--- config.mk ---
export PLATFORM = sky130hd
export DESIGN_NAME = uart_csr_fifo_flat
export DESIGN_NICKNAME = d
export VERILOG_FILES = /design/src/rtl/uart_csr_fifo_pkg.sv /design/src/rtl/axi4.sv /design/src/rtl/uart_sync_fifo.sv /design/src/rtl/uart_csr_fifo.sv /design/src/flat_wrapper.sv
export SDC_FILE = /design/constraint.sdc
export NUM_CORES = 1
export LEC_CHECK = 0
export ABC_AREA = 1
export CORE_MARGIN = 2
export CORE_UTILIZATION = 55
export DETAILED_ROUTE_END_ITERATION = 10
export GPL_TIMING_DRIVEN = 0
export PLACE_DENSITY_LB_ADDON = 0.15
export SYNTH_ARGS = -nofsm -noshare
export SYNTH_HDL_FRONTEND = slang
export SYNTH_SLANG_ARGS = --single-unit
--- constraint.sdc ---
create_clock -name clk -period 4.2 [get_ports clk]
set_input_delay 1.26 -clock clk [delete_from_list [all_inputs] [get_ports clk]]
set_output_delay 1.26 -clock clk [all_outputs]
set_load 0.005 [all_outputs]
--- src/rtl/uart_csr_fifo_pkg.sv ---
// uart_defs: shared definitions for the UART CSR block.
//   - register offsets within the 4 KB window
//   - version constants reported by the VERSION register
//   - REGState_t bus FSM state type and its state constants
//   - Config_t layout of the CONTROL register
//   - bit positions inside RXSTATUS / TXSTATUS
//   - AXI response codes
package uart_defs;

  localparam logic [11:0] OFF_DIVIDER   = 12'h000;
  localparam logic [11:0] OFF_RXDATA    = 12'h004;
  localparam logic [11:0] OFF_RXSTATUS  = 12'h008;
  localparam logic [11:0] OFF_RXIRQMASK = 12'h00C;
  localparam logic [11:0] OFF_TXDATA    = 12'h010;
  localparam logic [11:0] OFF_TXSTATUS  = 12'h014;
  localparam logic [11:0] OFF_TXIRQMASK = 12'h018;
  localparam logic [11:0] OFF_CONTROL   = 12'h01C;
  localparam logic [11:0] OFF_VERSION   = 12'h020;
  localparam logic [11:0] OFF_FIFOLVL   = 12'h024;

  // Major bumped from 1 (the previous CSR block without FIFOs) to 2.
  localparam logic [7:0]  VERSION_MAJOR   = 8'd2;
  localparam logic [7:0]  VERSION_MINOR   = 8'd0;
  localparam logic [15:0] VERSION_PATCHES = 16'd0;

  typedef logic [1:0] REGState_t;
  localparam REGState_t REG_RST   = 2'd0;
  localparam REGState_t REG_IDLE  = 2'd1;
  localparam REGState_t REG_BRESP = 2'd2;
  localparam REGState_t REG_RRESP = 2'd3;

  typedef enum logic [1:0] {
    MODE_OFF        = 2'd0,
    MODE_SIMPLEX    = 2'd1,
    MODE_HALFDUPLEX = 2'd2,
    MODE_FULLDUPLEX = 2'd3
  } uart_mode_t;

  typedef struct packed {
    logic [28:0] reserved;
    logic        master;
    uart_mode_t  mode;
  } Config_t;

  localparam int RX_NOT_EMPTY_BIT = 0;
  localparam int RX_FULL_BIT      = 1;
  localparam int RX_OVERRUN_BIT   = 2;
  localparam int TX_EMPTY_BIT     = 0;
  localparam int TX_FULL_BIT      = 1;

  localparam logic [1:0] RESP_OKAY   = 2'b00;
  localparam logic [1:0] RESP_SLVERR = 2'b10;

endpackage

--- src/rtl/axi4.sv ---
// axi4: single-beat AXI4 register-port bundle.
// Handshake rule on every channel: a transfer happens on the rising clk edge
// where both valid and ready are high; the source holds valid and payload
// stable until that edge.
// Modports: slave (register block side), master (initiator side).
interface axi4 #(
  parameter int ADDR_W = 32,
  parameter int DATA_W = 32,
  parameter int ID_W   = 4
);
  logic [ID_W-1:0]     aw_id;
  logic [ADDR_W-1:0]   aw_addr;
  logic                aw_valid;
  logic                aw_ready;
  logic [DATA_W-1:0]   w_data;
  logic [DATA_W/8-1:0] w_strb;
  logic                w_last;
  logic                w_valid;
  logic                w_ready;
  logic [ID_W-1:0]     b_id;
  logic [1:0]          b_resp;
  logic                b_valid;
  logic                b_ready;
  logic [ID_W-1:0]     ar_id;
  logic [ADDR_W-1:0]   ar_addr;
  logic                ar_valid;
  logic                ar_ready;
  logic [ID_W-1:0]     r_id;
  logic [DATA_W-1:0]   r_data;
  logic [1:0]          r_resp;
  logic                r_last;
  logic                r_valid;
  logic                r_ready;

  modport slave (
    input  aw_id, aw_addr, aw_valid, w_data, w_strb, w_last, w_valid, b_ready,
           ar_id, ar_addr, ar_valid, r_ready,
    output aw_ready, w_ready, b_id, b_resp, b_valid, ar_ready,
           r_id, r_data, r_resp, r_last, r_valid
  );

  modport master (
    output aw_id, aw_addr, aw_valid, w_data, w_strb, w_last, w_valid, b_ready,
           ar_id, ar_addr, ar_valid, r_ready,
    input  aw_ready, w_ready, b_id, b_resp, b_valid, ar_ready,
           r_id, r_data, r_resp, r_last, r_valid
  );
endinterface

--- src/rtl/uart_sync_fifo.sv ---
// uart_sync_fifo: single-clock FIFO, DEPTH a power of two (>= 2).
// Ports: clk, rst_n (async active-low), push/push_data, pop/pop_data (head,
// valid while !empty), full, empty, level (0..DEPTH inclusive).
// A push while full is dropped even if a pop happens in the same cycle;
// a pop while empty is ignored.
module uart_sync_fifo #(
  parameter int WIDTH = 8,
  parameter int DEPTH = 16
) (
  input  logic                     clk,
  input  logic                     rst_n,
  input  logic                     push,
  input  logic [WIDTH-1:0]         push_data,
  input  logic                     pop,
  output logic [WIDTH-1:0]         pop_data,
  output logic                     full,
  output logic                     empty,
  output logic [$clog2(DEPTH):0]   level
);
  localparam int AW = $clog2(DEPTH);
  localparam int LW = AW + 1;
  localparam logic [AW:0] LVL_FULL = LW'(DEPTH);

  logic [WIDTH-1:0] mem [DEPTH];
  logic [AW-1:0]    wr_ptr, rd_ptr;
  logic [AW:0]      level_q;
  logic             push_ok, pop_ok;

  assign full     = (level_q == LVL_FULL);
  assign empty    = (level_q == '0);
  assign level    = level_q;
  assign pop_data = mem[rd_ptr];
  assign push_ok  = push & ~full;
  assign pop_ok   = pop & ~empty;

  always_ff @(posedge clk) begin
    if (push_ok) mem[wr_ptr] <= push_data;
  end

  // Pointers wrap naturally because DEPTH is a power of two.
  always_ff @(posedge clk or negedge rst_n) begin
    if (!rst_n) begin
      wr_ptr  <= '0;
      rd_ptr  <= '0;
      level_q <= '0;
    end else begin
      if (push_ok) wr_ptr <= wr_ptr + AW'(1);
      if (pop_ok)  rd_ptr <= rd_ptr + AW'(1);
      case ({push_ok, pop_ok})
        2'b10:   level_q <= level_q + LW'(1);
        2'b01:   level_q <= level_q - LW'(1);
        default: level_q <= level_q;
      endcase
    end
  end
endmodule

--- src/rtl/uart_csr_fifo.sv ---
// uart_csr_fifo: AXI4 register window for a UART with TX and RX byte FIFOs.
// Optional feature macro: UART_CSR_IRQ_EN (IRQ mask registers + registered irq_o).
// Ports: clk, rst_n (async active-low), bus (axi4.slave), divider_q_o,
// uart_config_q_o (CONTROL), tx_enable_o / rx_enable_o (mode decode),
// tx_d_o / tx_d_valid_o / tx_d_ready_i (TX FIFO head to the transmitter),
// rx_d_i / rx_d_valid_i / rx_d_ready_o (receiver into RX FIFO), irq_o.
// All side effects (register writes, FIFO push/pop) happen only on the
// address-acceptance edge; responses are captured there and held until ready.
module uart_csr_fifo import uart_defs::*; #(
  parameter logic [31:0] REG_ADDR_MAP = 32'h0,
  parameter int          TX_DEPTH     = 16,
  parameter int          RX_DEPTH     = 16
) (
  input  logic        clk,
  input  logic        rst_n,
  axi4.slave          bus,
  output logic [31:0] divider_q_o,
  output Config_t     uart_config_q_o,
  output logic        tx_enable_o,
  output logic        rx_enable_o,
  output logic [7:0]  tx_d_o,
  output logic        tx_d_valid_o,
  input  logic        tx_d_ready_i,
  input  logic [7:0]  rx_d_i,
  input  logic        rx_d_valid_i,
  output logic        rx_d_ready_o,
  output logic        irq_o
);
  REGState_t state_q, state_d;
  logic wr_req, wr_acc, rd_acc, wr_in_win, rd_in_win;
  logic [11:0] wr_off, rd_off;
  logic [1:0]  wr_resp, rd_resp;
  logic [31:0] rd_data;
  logic divider_we, control_we, tx_push, ovr_clr, rxmask_we, txmask_we, rx_pop;
  logic [31:0] divider_q;
  Config_t     config_q;
  logic [7:0]  tx_last_q, rx_head;
  logic        overrun_q, tx_full, tx_empty, rx_full, rx_empty;
  logic [$clog2(TX_DEPTH):0] tx_level;
  logic [$clog2(RX_DEPTH):0] rx_level;
  logic [31:0] rx_status, tx_status, fifo_lvl;
  logic [2:0]  rx_mask;
  logic [1:0]  tx_mask;
  logic [bus.ID_W-1:0] b_id_q, r_id_q;
  logic [1:0]  b_resp_q, r_resp_q;
  logic [31:0] r_data_q;

  // A complete write (AW and W together) beats a read in IDLE.
  assign wr_req    = bus.aw_valid & bus.w_valid;
  assign wr_acc    = (state_q == REG_IDLE) & wr_req;
  assign rd_acc    = (state_q == REG_IDLE) & ~wr_req & bus.ar_valid;
  assign wr_in_win = (bus.aw_addr[31:12] == REG_ADDR_MAP[31:12]);
  assign rd_in_win = (bus.ar_addr[31:12] == REG_ADDR_MAP[31:12]);
  assign wr_off    = bus.aw_addr[11:0];
  assign rd_off    = bus.ar_addr[11:0];

  assign bus.aw_ready = wr_acc;
  assign bus.w_ready  = wr_acc;
  assign bus.ar_ready = rd_acc;
  assign bus.b_valid  = (state_q == REG_BRESP);
  assign bus.r_valid  = (state_q == REG_RRESP);
  assign bus.b_id     = b_id_q;
  assign bus.b_resp   = b_resp_q;
  assign bus.r_id     = r_id_q;
  assign bus.r_data   = r_data_q;
  assign bus.r_resp   = r_resp_q;
  assign bus.r_last   = 1'b1;

  assign rx_status = {29'h0, overrun_q, rx_full, ~rx_empty};
  assign tx_status = {30'h0, tx_full, tx_empty};
  assign fifo_lvl  = {16'(rx_level), 16'(tx_level)};

  always_comb begin
    wr_resp    = RESP_OKAY;
    divider_we = 1'b0;
    control_we = 1'b0;
    tx_push    = 1'b0;
    ovr_clr    = 1'b0;
    rxmask_we  = 1'b0;
    txmask_we  = 1'b0;
    if (!wr_in_win) begin
      wr_resp = RESP_SLVERR;
    end else begin
      case (wr_off)
        OFF_DIVIDER:   divider_we = 1'b1;
        OFF_RXSTATUS:  ovr_clr    = bus.w_data[RX_OVERRUN_BIT];
        OFF_RXIRQMASK: rxmask_we  = 1'b1;
        OFF_TXDATA: begin
          tx_push = 1'b1;
          if (tx_full) wr_resp = RESP_SLVERR;
        end
        OFF_TXIRQMASK: txmask_we  = 1'b1;
        OFF_CONTROL:   control_we = 1'b1;
        // Read-only registers and unmapped offsets.
        default:       wr_resp    = RESP_SLVERR;
      endcase
    end
  end

  always_comb begin
    rd_data = 32'h0;
    rd_resp = RESP_OKAY;
    rx_pop  = 1'b0;
    if (!rd_in_win) begin
      rd_resp = RESP_SLVERR;
    end else begin
      case (rd_off)
        OFF_DIVIDER:   rd_data = divider_q;
        OFF_RXDATA: begin
          if (rx_empty) begin
            rd_resp = RESP_SLVERR;
          end else begin
            rd_data = {24'h0, rx_head};
            rx_pop  = 1'b1;
          end
        end
        OFF_RXSTATUS:  rd_data = rx_status;
        OFF_RXIRQMASK: rd_data = {29'h0, rx_mask};
        OFF_TXDATA:    rd_data = {24'h0, tx_last_q};
        OFF_TXSTATUS:  rd_data = tx_status;
        OFF_TXIRQMASK: rd_data = {30'h0, tx_mask};
        OFF_CONTROL:   rd_data = config_q;
        OFF_VERSION:   rd_data = {VERSION_MAJOR, VERSION_MINOR, VERSION_PATCHES};
        OFF_FIFOLVL:   rd_data = fifo_lvl;
        default:       rd_resp = RESP_SLVERR;
      endcase
    end
  end

  always_comb begin
    case (state_q)
      REG_RST:   state_d = REG_IDLE;
      REG_IDLE:  state_d = wr_acc ? REG_BRESP : (rd_acc ? REG_RRESP : REG_IDLE);
      REG_BRESP: state_d = bus.b_ready ? REG_IDLE : REG_BRESP;
      REG_RRESP: state_d = bus.r_ready ? REG_IDLE : REG_RRESP;
      default:   state_d = REG_RST;
    endcase
  end

  always_ff @(posedge clk or negedge rst_n) begin
    if (!rst_n) begin
      state_q   <= REG_RST;
      b_id_q    <= '0;
      b_resp_q  <= RESP_OKAY;
      r_id_q    <= '0;
      r_resp_q  <= RESP_OKAY;
      r_data_q  <= 32'h0;
      divider_q <= 32'h0;
      config_q  <= '0;
      tx_last_q <= 8'h0;
      overrun_q <= 1'b0;
    end else begin
      state_q <= state_d;
      if (wr_acc) begin
        b_id_q   <= bus.aw_id;
        b_resp_q <= wr_resp;
        if (divider_we)         divider_q <= bus.w_data;
        if (control_we)         config_q  <= Config_t'(bus.w_data);
        if (tx_push && !tx_full) tx_last_q <= bus.w_data[7:0];
      end
      if (rd_acc) begin
        r_id_q   <= bus.ar_id;
        r_resp_q <= rd_resp;
        r_data_q <= rd_data;
      end
      // A new overflow in the clearing cycle keeps the flag set.
      if (rx_d_valid_i && rx_full)  overrun_q <= 1'b1;
      else if (wr_acc && ovr_clr)   overrun_q <= 1'b0;
    end
  end

  uart_sync_fifo #(.WIDTH(8), .DEPTH(TX_DEPTH)) u_tx_fifo (
    .clk(clk), .rst_n(rst_n),
    .push(wr_acc & tx_push), .push_data(bus.w_data[7:0]),
    .pop(tx_d_valid_o & tx_d_ready_i), .pop_data(tx_d_o),
    .full(tx_full), .empty(tx_empty), .level(tx_level)
  );

  uart_sync_fifo #(.WIDTH(8), .DEPTH(RX_DEPTH)) u_rx_fifo (
    .clk(clk), .rst_n(rst_n),
    .push(rx_d_valid_i), .push_data(rx_d_i),
    .pop(rd_acc & rx_pop), .pop_data(rx_head),
    .full(rx_full), .empty(rx_empty), .level(rx_level)
  );

  assign tx_d_valid_o    = ~tx_empty;
  assign rx_d_ready_o    = 1'b1;
  assign divider_q_o     = divider_q;
  assign uart_config_q_o = config_q;
  assign tx_enable_o = (config_q.mode == MODE_FULLDUPLEX) | (config_q.mode == MODE_HALFDUPLEX) |
                       ((config_q.mode == MODE_SIMPLEX) & config_q.master);
  assign rx_enable_o = (config_q.mode == MODE_FULLDUPLEX) | (config_q.mode == MODE_HALFDUPLEX) |
                       ((config_q.mode == MODE_SIMPLEX) & ~config_q.master);

`ifdef UART_CSR_IRQ_EN
  logic [2:0] rx_mask_q;
  logic [1:0] tx_mask_q;
  logic       irq_q;

  always_ff @(posedge clk or negedge rst_n) begin
    if (!rst_n) begin
      rx_mask_q <= 3'h0;
      tx_mask_q <= 2'h0;
      irq_q     <= 1'b0;
    end else begin
      if (wr_acc && rxmask_we) rx_mask_q <= bus.w_data[2:0];
      if (wr_acc && txmask_we) tx_mask_q <= bus.w_data[1:0];
      irq_q <= (|(rx_mask_q & rx_status[2:0])) | (|(tx_mask_q & tx_status[1:0]));
    end
  end

  assign rx_mask = rx_mask_q;
  assign tx_mask = tx_mask_q;
  assign irq_o   = irq_q;
`else
  logic unused_mask_we;
  assign unused_mask_we = rxmask_we | txmask_we;
  assign rx_mask = 3'h0;
  assign tx_mask = 2'h0;
  assign irq_o   = 1'b0;
`endif

  logic unused_bus_bits;
  assign unused_bus_bits = ^{bus.w_strb, bus.w_last};
endmodule

--- src/flat_wrapper.sv ---
// flat-port wrapper written by rule: the top's interface ports become plain ports
module uart_csr_fifo_flat import uart_defs::*;
#(
  parameter logic [31:0] REG_ADDR_MAP = 32'h0,
  parameter int          TX_DEPTH     = 16,
  parameter int          RX_DEPTH     = 16
)
  (clk, rst_n, divider_q_o, uart_config_q_o, tx_enable_o, rx_enable_o, tx_d_o, tx_d_valid_o, tx_d_ready_i, rx_d_i, rx_d_valid_i, rx_d_ready_o, irq_o, bus_aw_id, bus_aw_addr, bus_aw_valid, bus_w_data, bus_w_strb, bus_w_last, bus_w_valid, bus_b_ready, bus_ar_id, bus_ar_addr, bus_ar_valid, bus_r_ready, bus_aw_ready, bus_w_ready, bus_b_id, bus_b_resp, bus_b_valid, bus_ar_ready, bus_r_id, bus_r_data, bus_r_resp, bus_r_last, bus_r_valid);
  axi4 bus_i ();
  input  logic clk;
  input  logic rst_n;
  output logic [31:0] divider_q_o;
  output Config_t uart_config_q_o;
  output logic tx_enable_o;
  output logic rx_enable_o;
  output logic [7:0] tx_d_o;
  output logic tx_d_valid_o;
  input  logic tx_d_ready_i;
  input  logic [7:0] rx_d_i;
  input  logic rx_d_valid_i;
  output logic rx_d_ready_o;
  output logic irq_o;
  input wire logic [$bits(bus_i.aw_id)-1:0] bus_aw_id;
  input wire logic [$bits(bus_i.aw_addr)-1:0] bus_aw_addr;
  input wire logic [$bits(bus_i.aw_valid)-1:0] bus_aw_valid;
  input wire logic [$bits(bus_i.w_data)-1:0] bus_w_data;
  input wire logic [$bits(bus_i.w_strb)-1:0] bus_w_strb;
  input wire logic [$bits(bus_i.w_last)-1:0] bus_w_last;
  input wire logic [$bits(bus_i.w_valid)-1:0] bus_w_valid;
  input wire logic [$bits(bus_i.b_ready)-1:0] bus_b_ready;
  input wire logic [$bits(bus_i.ar_id)-1:0] bus_ar_id;
  input wire logic [$bits(bus_i.ar_addr)-1:0] bus_ar_addr;
  input wire logic [$bits(bus_i.ar_valid)-1:0] bus_ar_valid;
  input wire logic [$bits(bus_i.r_ready)-1:0] bus_r_ready;
  output wire logic [$bits(bus_i.aw_ready)-1:0] bus_aw_ready;
  output wire logic [$bits(bus_i.w_ready)-1:0] bus_w_ready;
  output wire logic [$bits(bus_i.b_id)-1:0] bus_b_id;
  output wire logic [$bits(bus_i.b_resp)-1:0] bus_b_resp;
  output wire logic [$bits(bus_i.b_valid)-1:0] bus_b_valid;
  output wire logic [$bits(bus_i.ar_ready)-1:0] bus_ar_ready;
  output wire logic [$bits(bus_i.r_id)-1:0] bus_r_id;
  output wire logic [$bits(bus_i.r_data)-1:0] bus_r_data;
  output wire logic [$bits(bus_i.r_resp)-1:0] bus_r_resp;
  output wire logic [$bits(bus_i.r_last)-1:0] bus_r_last;
  output wire logic [$bits(bus_i.r_valid)-1:0] bus_r_valid;
  assign bus_i.aw_id = bus_aw_id;
  assign bus_i.aw_addr = bus_aw_addr;
  assign bus_i.aw_valid = bus_aw_valid;
  assign bus_i.w_data = bus_w_data;
  assign bus_i.w_strb = bus_w_strb;
  assign bus_i.w_last = bus_w_last;
  assign bus_i.w_valid = bus_w_valid;
  assign bus_i.b_ready = bus_b_ready;
  assign bus_i.ar_id = bus_ar_id;
  assign bus_i.ar_addr = bus_ar_addr;
  assign bus_i.ar_valid = bus_ar_valid;
  assign bus_i.r_ready = bus_r_ready;
  assign bus_aw_ready = bus_i.aw_ready;
  assign bus_w_ready = bus_i.w_ready;
  assign bus_b_id = bus_i.b_id;
  assign bus_b_resp = bus_i.b_resp;
  assign bus_b_valid = bus_i.b_valid;
  assign bus_ar_ready = bus_i.ar_ready;
  assign bus_r_id = bus_i.r_id;
  assign bus_r_data = bus_i.r_data;
  assign bus_r_resp = bus_i.r_resp;
  assign bus_r_last = bus_i.r_last;
  assign bus_r_valid = bus_i.r_valid;
  uart_csr_fifo #(.REG_ADDR_MAP(REG_ADDR_MAP), .TX_DEPTH(TX_DEPTH), .RX_DEPTH(RX_DEPTH)) u_core (.clk(clk), .rst_n(rst_n), .bus(bus_i), .divider_q_o(divider_q_o), .uart_config_q_o(uart_config_q_o), .tx_enable_o(tx_enable_o), .rx_enable_o(rx_enable_o), .tx_d_o(tx_d_o), .tx_d_valid_o(tx_d_valid_o), .tx_d_ready_i(tx_d_ready_i), .rx_d_i(rx_d_i), .rx_d_valid_i(rx_d_valid_i), .rx_d_ready_o(rx_d_ready_o), .irq_o(irq_o));
endmodule
* Word level (Yosys, flattened, before mapping)
Memories as Yosys holds them, arrays and structs flattened.
Index checks and enable logic that the tools add are counted.
** Operators by class
- $add $sub $neg :: 8
- Equality and inequality tests :: 26
- Muxes and demuxes :: 33
- Bitwise gates (word level) :: 22
- Reduce and logical (&&, ||, !) cells :: 19
** Operators by type and width (count)
- $pmux 32 s8 :: 1
- $eq 12x5->1 const B :: 7
- $eq 12x4->1 const B :: 4
- $logic_not 20->1 :: 2
- $mux 32 :: 1
- $eq 12x6->1 const B :: 2
- $logic_not 12->1 :: 2
- $pmux 5 s2 :: 2
- $mux 1 :: 17
- $add 4x1->4 const B :: 4
- $mux 2 :: 8
- $and 1x1->1 :: 13
- $eq 12x3->1 const B :: 1
- $eq 2x2->1 const B :: 6
- $add 5x1->5 const B :: 2
- $eq 5x5->1 const B :: 2
- $logic_not 5->1 :: 2
- $sub 5x1->5 const B :: 2
- $reduce_or 9->1 :: 1
- $eq 2x1->1 const B :: 4
- $mux 8 :: 1
- $pmux 2 s2 :: 2
- $pmux 2 s4 :: 1
- $not 1->1 :: 6
- 7 further kinds :: 15
** Word-level totals
- Flip-flop bits (word level) :: 145
- Memory bits (writable) :: 256
- Bits of input ports :: 126
- Output and inout bits :: 127
- Logic and storage cells :: 128
- Memories :: 2
** Memories
- u_core.u_rx_fifo.mem :: words 16, bits a word 8, rd ports 1, clocked after memory_dff 0, wr ports 1, line uart_sync_fifo.sv:24 : logic [WIDTH-1:0] mem [DEPTH];
- u_core.u_tx_fifo.mem :: words 16, bits a word 8, rd ports 1, clocked after memory_dff 0, wr ports 1, line uart_sync_fifo.sv:24

* Longest topological paths before layout
- Depth after elaboration :: 8
- Gate-level depth with buffers :: 20
- Gate-level depth less buffers :: 18

* By module
Synthesis repeated with hierarchy kept, for this count alone.
** Second synthesis, totals
- Cells, all modules :: 2046
- Area total of the unflattened synthesis :: 18604.1 µm²
** Modules (own cells, without submodules)
- uart_sync_fifo :: instances 2, cells an instance 621, area each 6231.0 µm², sequential area each 4169.0 µm²
- uart_csr_fifo :: instances 1, cells an instance 804, area each 6142.1 µm², sequential area each 2927.8 µm²

* Worst setup path before layout
OpenSTA, ideal clock, no wires.
- Kind :: input-to-reg
- From :: input port bus_aw_valid
- To :: register u_core.u_tx_fifo.level_q[4] (netlist: u_core.u_tx_fifo.level[4])
- Setup time :: 0.121 ns
- Arrival :: 3.538 ns
- Required time :: 4.079 ns
- Slack :: 0.541 ns
- Cell stages on the path :: 19
- Path buffers :: 2
- Cells stage by stage :: nand2_1 -> inv_1 -> nand2_2 -> nor2_2 -> nand3_2 -> inv_2 -> nand4_4 -> buf_6 -> ha_1 -> buf_2 -> xor2_1 -> ha_1 -> inv_1 -> nand2_1 -> nand2_1 -> o21ai_0 -> a21oi_1 -> o211ai_1 -> nand2_1
** On the way
- Cells in the longest elaborated chain, start to end :: 6
- Elaborated cells on any way between the ends :: 8
- Those cells by class :: eq/ne: 2; mux: 1; bitwise: 4; reduce/logical: 1
** Ends and longest elaborated chain
- start: declaration :: line flat_wrapper.sv:25 : input wire logic [$bits(bus_i.aw_valid)-1:0] bus_aw_valid;
- $and 1x1->1 * :: line uart_csr_fifo.sv:49 : assign wr_req = bus.aw_valid & bus.w_valid;
- $and 1x1->1 * :: line uart_csr_fifo.sv:50 : assign wr_acc = (state_q == REG_IDLE) & wr_req;
- $and 1x1->1 * :: line uart_csr_fifo.sv:174 : .push(wr_acc & tx_push), .push_data(bus.w_data[7:0]),
- $and 1x1->1 * :: line uart_sync_fifo.sv:33 : assign push_ok = push & ~full;
- $eq 2x1->1 / $eq 2x2->1 (equally long branches) :: line uart_sync_fifo.sv:49 : case ({push_ok, pop_ok})
- $pmux 5 s2 / $reduce_bool 2->1 (equally long branches)
- end signal: assignment :: line uart_sync_fifo.sv:50 : 2'b10: level_q <= level_q + LW'(1);
- end signal: assignment :: line uart_sync_fifo.sv:51 : 2'b01: level_q <= level_q - LW'(1);
- end signal: assignment :: line uart_sync_fifo.sv:52 : default: level_q <= level_q;
- end: declaration :: line uart_sync_fifo.sv:26 : logic [AW:0] level_q;
Mark *: on every way between the ends. The rest lies on a longest branch, timed or not.
A chain may end at the register's enable or synchronous reset.

* Final worst setup path
- From :: register u_core.u_tx_fifo.rd_ptr[0]
- To :: output port tx_d_o[4]
** On the way
- Cells in the longest elaborated chain, start to end :: 1
** Ends and longest elaborated chain
- start: declaration :: line uart_sync_fifo.sv:25 : logic [AW-1:0] wr_ptr, rd_ptr;
- start signal: assignment :: line uart_sync_fifo.sv:48 : if (pop_ok) rd_ptr <= rd_ptr + AW'(1);
- $mem_v2 16x8
- end: declaration :: line flat_wrapper.sv:16 : output logic [7:0] tx_d_o;
Every way passes these cells.

==> impl_metrics.ini <==
[timing]
finClkSkew_ns = 0.0178
min_period_ns = 4.07
relSlewSlack = 0.346
fin_ws_ns = 0.134
setup_viol = 0
rsz0062_at_grt = no
tightestPinTransition_ns = 0.979
slew_violations = 0
hold_violations = 0
finalCritPeriodShare = 0.968
fmaxAchievable_mhz = 246

[logic_synthesis]
synth_fa_ha_area_frac = 0.0129
netlist_area_um2 = 18000
ys_warn_count = 0
synth-seq-area-share = 0.626
post_synth.cell_area_avg_um2 = 9.65
synthXorXnorAreaFrac = 0.00876
synth_mux_area_frac = 0.000556
synth_cells = 1863
synth.distinct_cells = 45
synth_compound_area_frac = 0.0675
synth-seq-cells = 399
synth_top_family_by_area = simple AND/OR/NAND/NOR gates
synthSimpleGateAreaFrac = 0.220

[clock_network]
cts_hold_buf = 0
cts-root-buf = clkbuf_16
numCtsBuffers = 42
clkTransAtPathRegs_ns = 0.06
cts_tree = yes
cts_max_path_buffers = 3
post_cts_buffers = 0
clock_sinks = 399
cts_resized = 5
clkLatencyLatePin_ns = 0.54
htree_levels = 2

[worst_setup_path]
crit_buf_inv = 3
worstPathMaxFanout = 10
endpoint_kind = primary output
arrival_ns = 2.81
cp_slowest_cell = clkdlybuf4s50_1
rr_startpoint = u_core.state_q[1]$_DFF_PN0_
cpPeakStageDelay_ns = 0.51
critical_path.top_delay_family = buffers and inverters
worstSetupPathType = flop to primary output
crit_chain = buf_2, clkbuf_1, o21ai_0, o211ai_1, o211ai_1, nand2_1, clkdlybuf4s50_1
required_ns = 2.94
crit_start = u_core.u_tx_fifo.rd_ptr[0]$_DFFE_PN0P_
crit_top_cell = o211ai_1
setup.worst_path.start_class = flop

[place]
io_buffers = 242
gp_congestion = 0.946
pre_cts_slack_ns = -0.473
postPlaceCellArea_um2 = 21000
dp_cells = 2551
hpwl_um = 35900

[final_layout]
syn2layout_area_growth_pct = 25.2
fin_cells = 2627
diodes = 0
drive_gt1_frac = 0.0764
num-nets-final = 2297
fin_area_um2 = 22500
layout_commonest_cell = nand2_1
layout_common_cells = nand2_1, edfxtp_1, clkdlybuf4s50_1, nor2_1, inv_1

[global_route]
grt_first_pass_wirelength_um = 77100
overflow = 0
grt_util_all_layers = 0.300
antenna_found_initial = 0
grt_max_degree = 92
grt_pass1_vias = 13870

[power]
ir_worst_vdd_v = 0.000288
pwr-share-clk = 0.445
power.total_mw = 8.86
p_switching_mw = 1.91
internal_power_mw = 6.96
switching_share = 0.215
p_leak_nw = 9.63
combPwrFrac = 0.074
p_seq_frac = 0.482
pwr_density_cell_nw_per_um2 = 394

[floorplanning]
die_y_um = 185
fp.coreArea_um2 = 32400
ios = 253
die_area_um2 = 34200
fp.dieW_um = 185
num_rows = 66
start_util = 0.556

[detailed_routing]
routedWlPerCell_um = 19.3
drtPass1Iterations = 6
vias = 14370
vias_per_cell = 5.47
ant_nets = 0
wl_um = 50800
drc = 0
drtIter0Drc = 1455

[run]
drv_cap = 0

[run_status]
status = completed

[worst_hold_path]
hold_path.class = flop to flop
min-delay-start = u_core.bus.r_data[27]$_DFFE_PN0P_
[per-stage QoR]
stage	hold slack, ns	setup TNS [ns]	utilization
2_1_floorplan	0.456	0	-
3_3_place_gp	0.456	-583.26	0.648
3_5_place_dp	0.464	-1.34	0.649
4_1_cts	0.480	0	0.695
5_1_grt	0.492	0	0.696
6_report	0.477	0	0.696
[power groups by stage]
stage                     sequential [mW]  combinational, mW  clock, mW
after floorplan                      4.35              0.229          0
after global placement               4.34              0.630          0
after detailed placement             4.35              0.645          0
after CTS                            4.27              0.656       3.95
after global routing                 4.27              0.713       4.12
final                                4.27              0.653       3.94
[flip-flops by register name (all words and copies together) (netlist names)]
signal / count
u_core.u_rx_fifo.rd_ptr: 4
u_core.u_rx_fifo.level: 5
u_core.tx_last_q: 8
u_core.u_tx_fifo.rd_ptr: 4
u_core.u_tx_fifo.mem: 128
u_core.bus.r_resp: 1
u_core.bus.b_resp: 1
u_core.u_rx_fifo.mem: 128
u_core.overrun_q: 1
u_core.u_rx_fifo.wr_ptr: 4
u_core.uart_config_q_o: 32
u_core.bus.r_data: 32
u_core.divider_q_o: 32
u_core.bus.b_id: 4
u_core.u_tx_fifo.wr_ptr: 4
u_core.u_tx_fifo.level: 5
u_core.bus.r_id: 4
u_core.state_q: 2
[layer usage]
layer  part of all wire  wire, um  vias up  global-route usage
met1               0.39     19900     6846               0.400
met3               0.10      5120      114              0.0635
li1                   -         -     6686                   -
met2               0.47     24100      724               0.493
met4              0.034      1750        0               0.100
met5                  0         0        -                   0
[cells in the mapped netlist, drive strengths merged]
library cell | n | area [um2]
nand2 | 558 | 2110
edfxtp | 256 | 7690
nor2 | 206 | 873
inv | 184 | 691
o21ai | 166 | 861
nand3 | 158 | 826
dfrtp | 143 | 3580
buf | 41 | 285
clkbuf | 40 | 150
o211ai | 34 | 255
ha | 17 | 213
xor2 | 15 | 131
a21oi | 12 | 75.1
nand4 | 7 | 58.8
clkinv | 6 | 22.5
nor3 | 5 | 35.0
xnor2 | 3 | 26.3
conb | 2 | 7.51
nor3b | 2 | 26.3
a31oi | 1 | 6.26
and2 | 1 | 6.26
fa | 1 | 20.0
mux2i | 1 | 10.0
nand3b | 1 | 7.51
o21bai | 1 | 7.51
o221ai | 1 | 8.76
or2 | 1 | 6.26
[tightest hold or removal path, stage by stage, from the launching register on]
cell and delay (ns):
dfrtp_1 0.34, nand2_1 0.05, nand2_1 0.05
[final cells by class]
| type | instances | area [um2] |
|---|---|---|
| well taps | 442 | 553 |
| clock inverters | 13 | 224 |
| multi-input cells | 1196 | 5590 |
| plain buffers | 81 | 458 |
| repair buffers | 243 | 2450 |
| flip-flops and latches | 399 | 11300 |
| fillers | 2444 | 9850 |
| clock buffers | 63 | 1250 |
| inverters | 190 | 721 |
[kinds of logic (layout without fill, tap and decap cells)]
kind of cell | after synthesis | count (layout)
and+or+nand+nor | 939 | 939
xor gates and xnor gates | 18 | 18
other | 2 | 5
DFF | 399 | 399
muxes | 1 | 1
adders and majority gates | 18 | 18
buffers and inverters | 271 | 590
AOI/OAI and AO/OA | 215 | 215
[path summary, 6_finish.rpt]
kind	to	slack, ns	cells past startpoint
hold reg to reg	u_core.bus.r_data[27]$_DFFE_PN0P_	0.48	2
hold / removal	u_core.bus.r_data[27]$_DFFE_PN0P_	0.48	2
setup / recovery	tx_d_o[4]	0.13	7
max in group asynchronous	u_core.bus.b_id[0]$_DFFE_PN0P_	2.66	2
setup reg to reg	u_core.u_tx_fifo.level[4]$_DFFE_PN0P_	1.09	19
min in group asynchronous	u_core.bus.r_data[19]$_DFFE_PN0P_	0.68	1
Power figures use the tool's default switching activity.
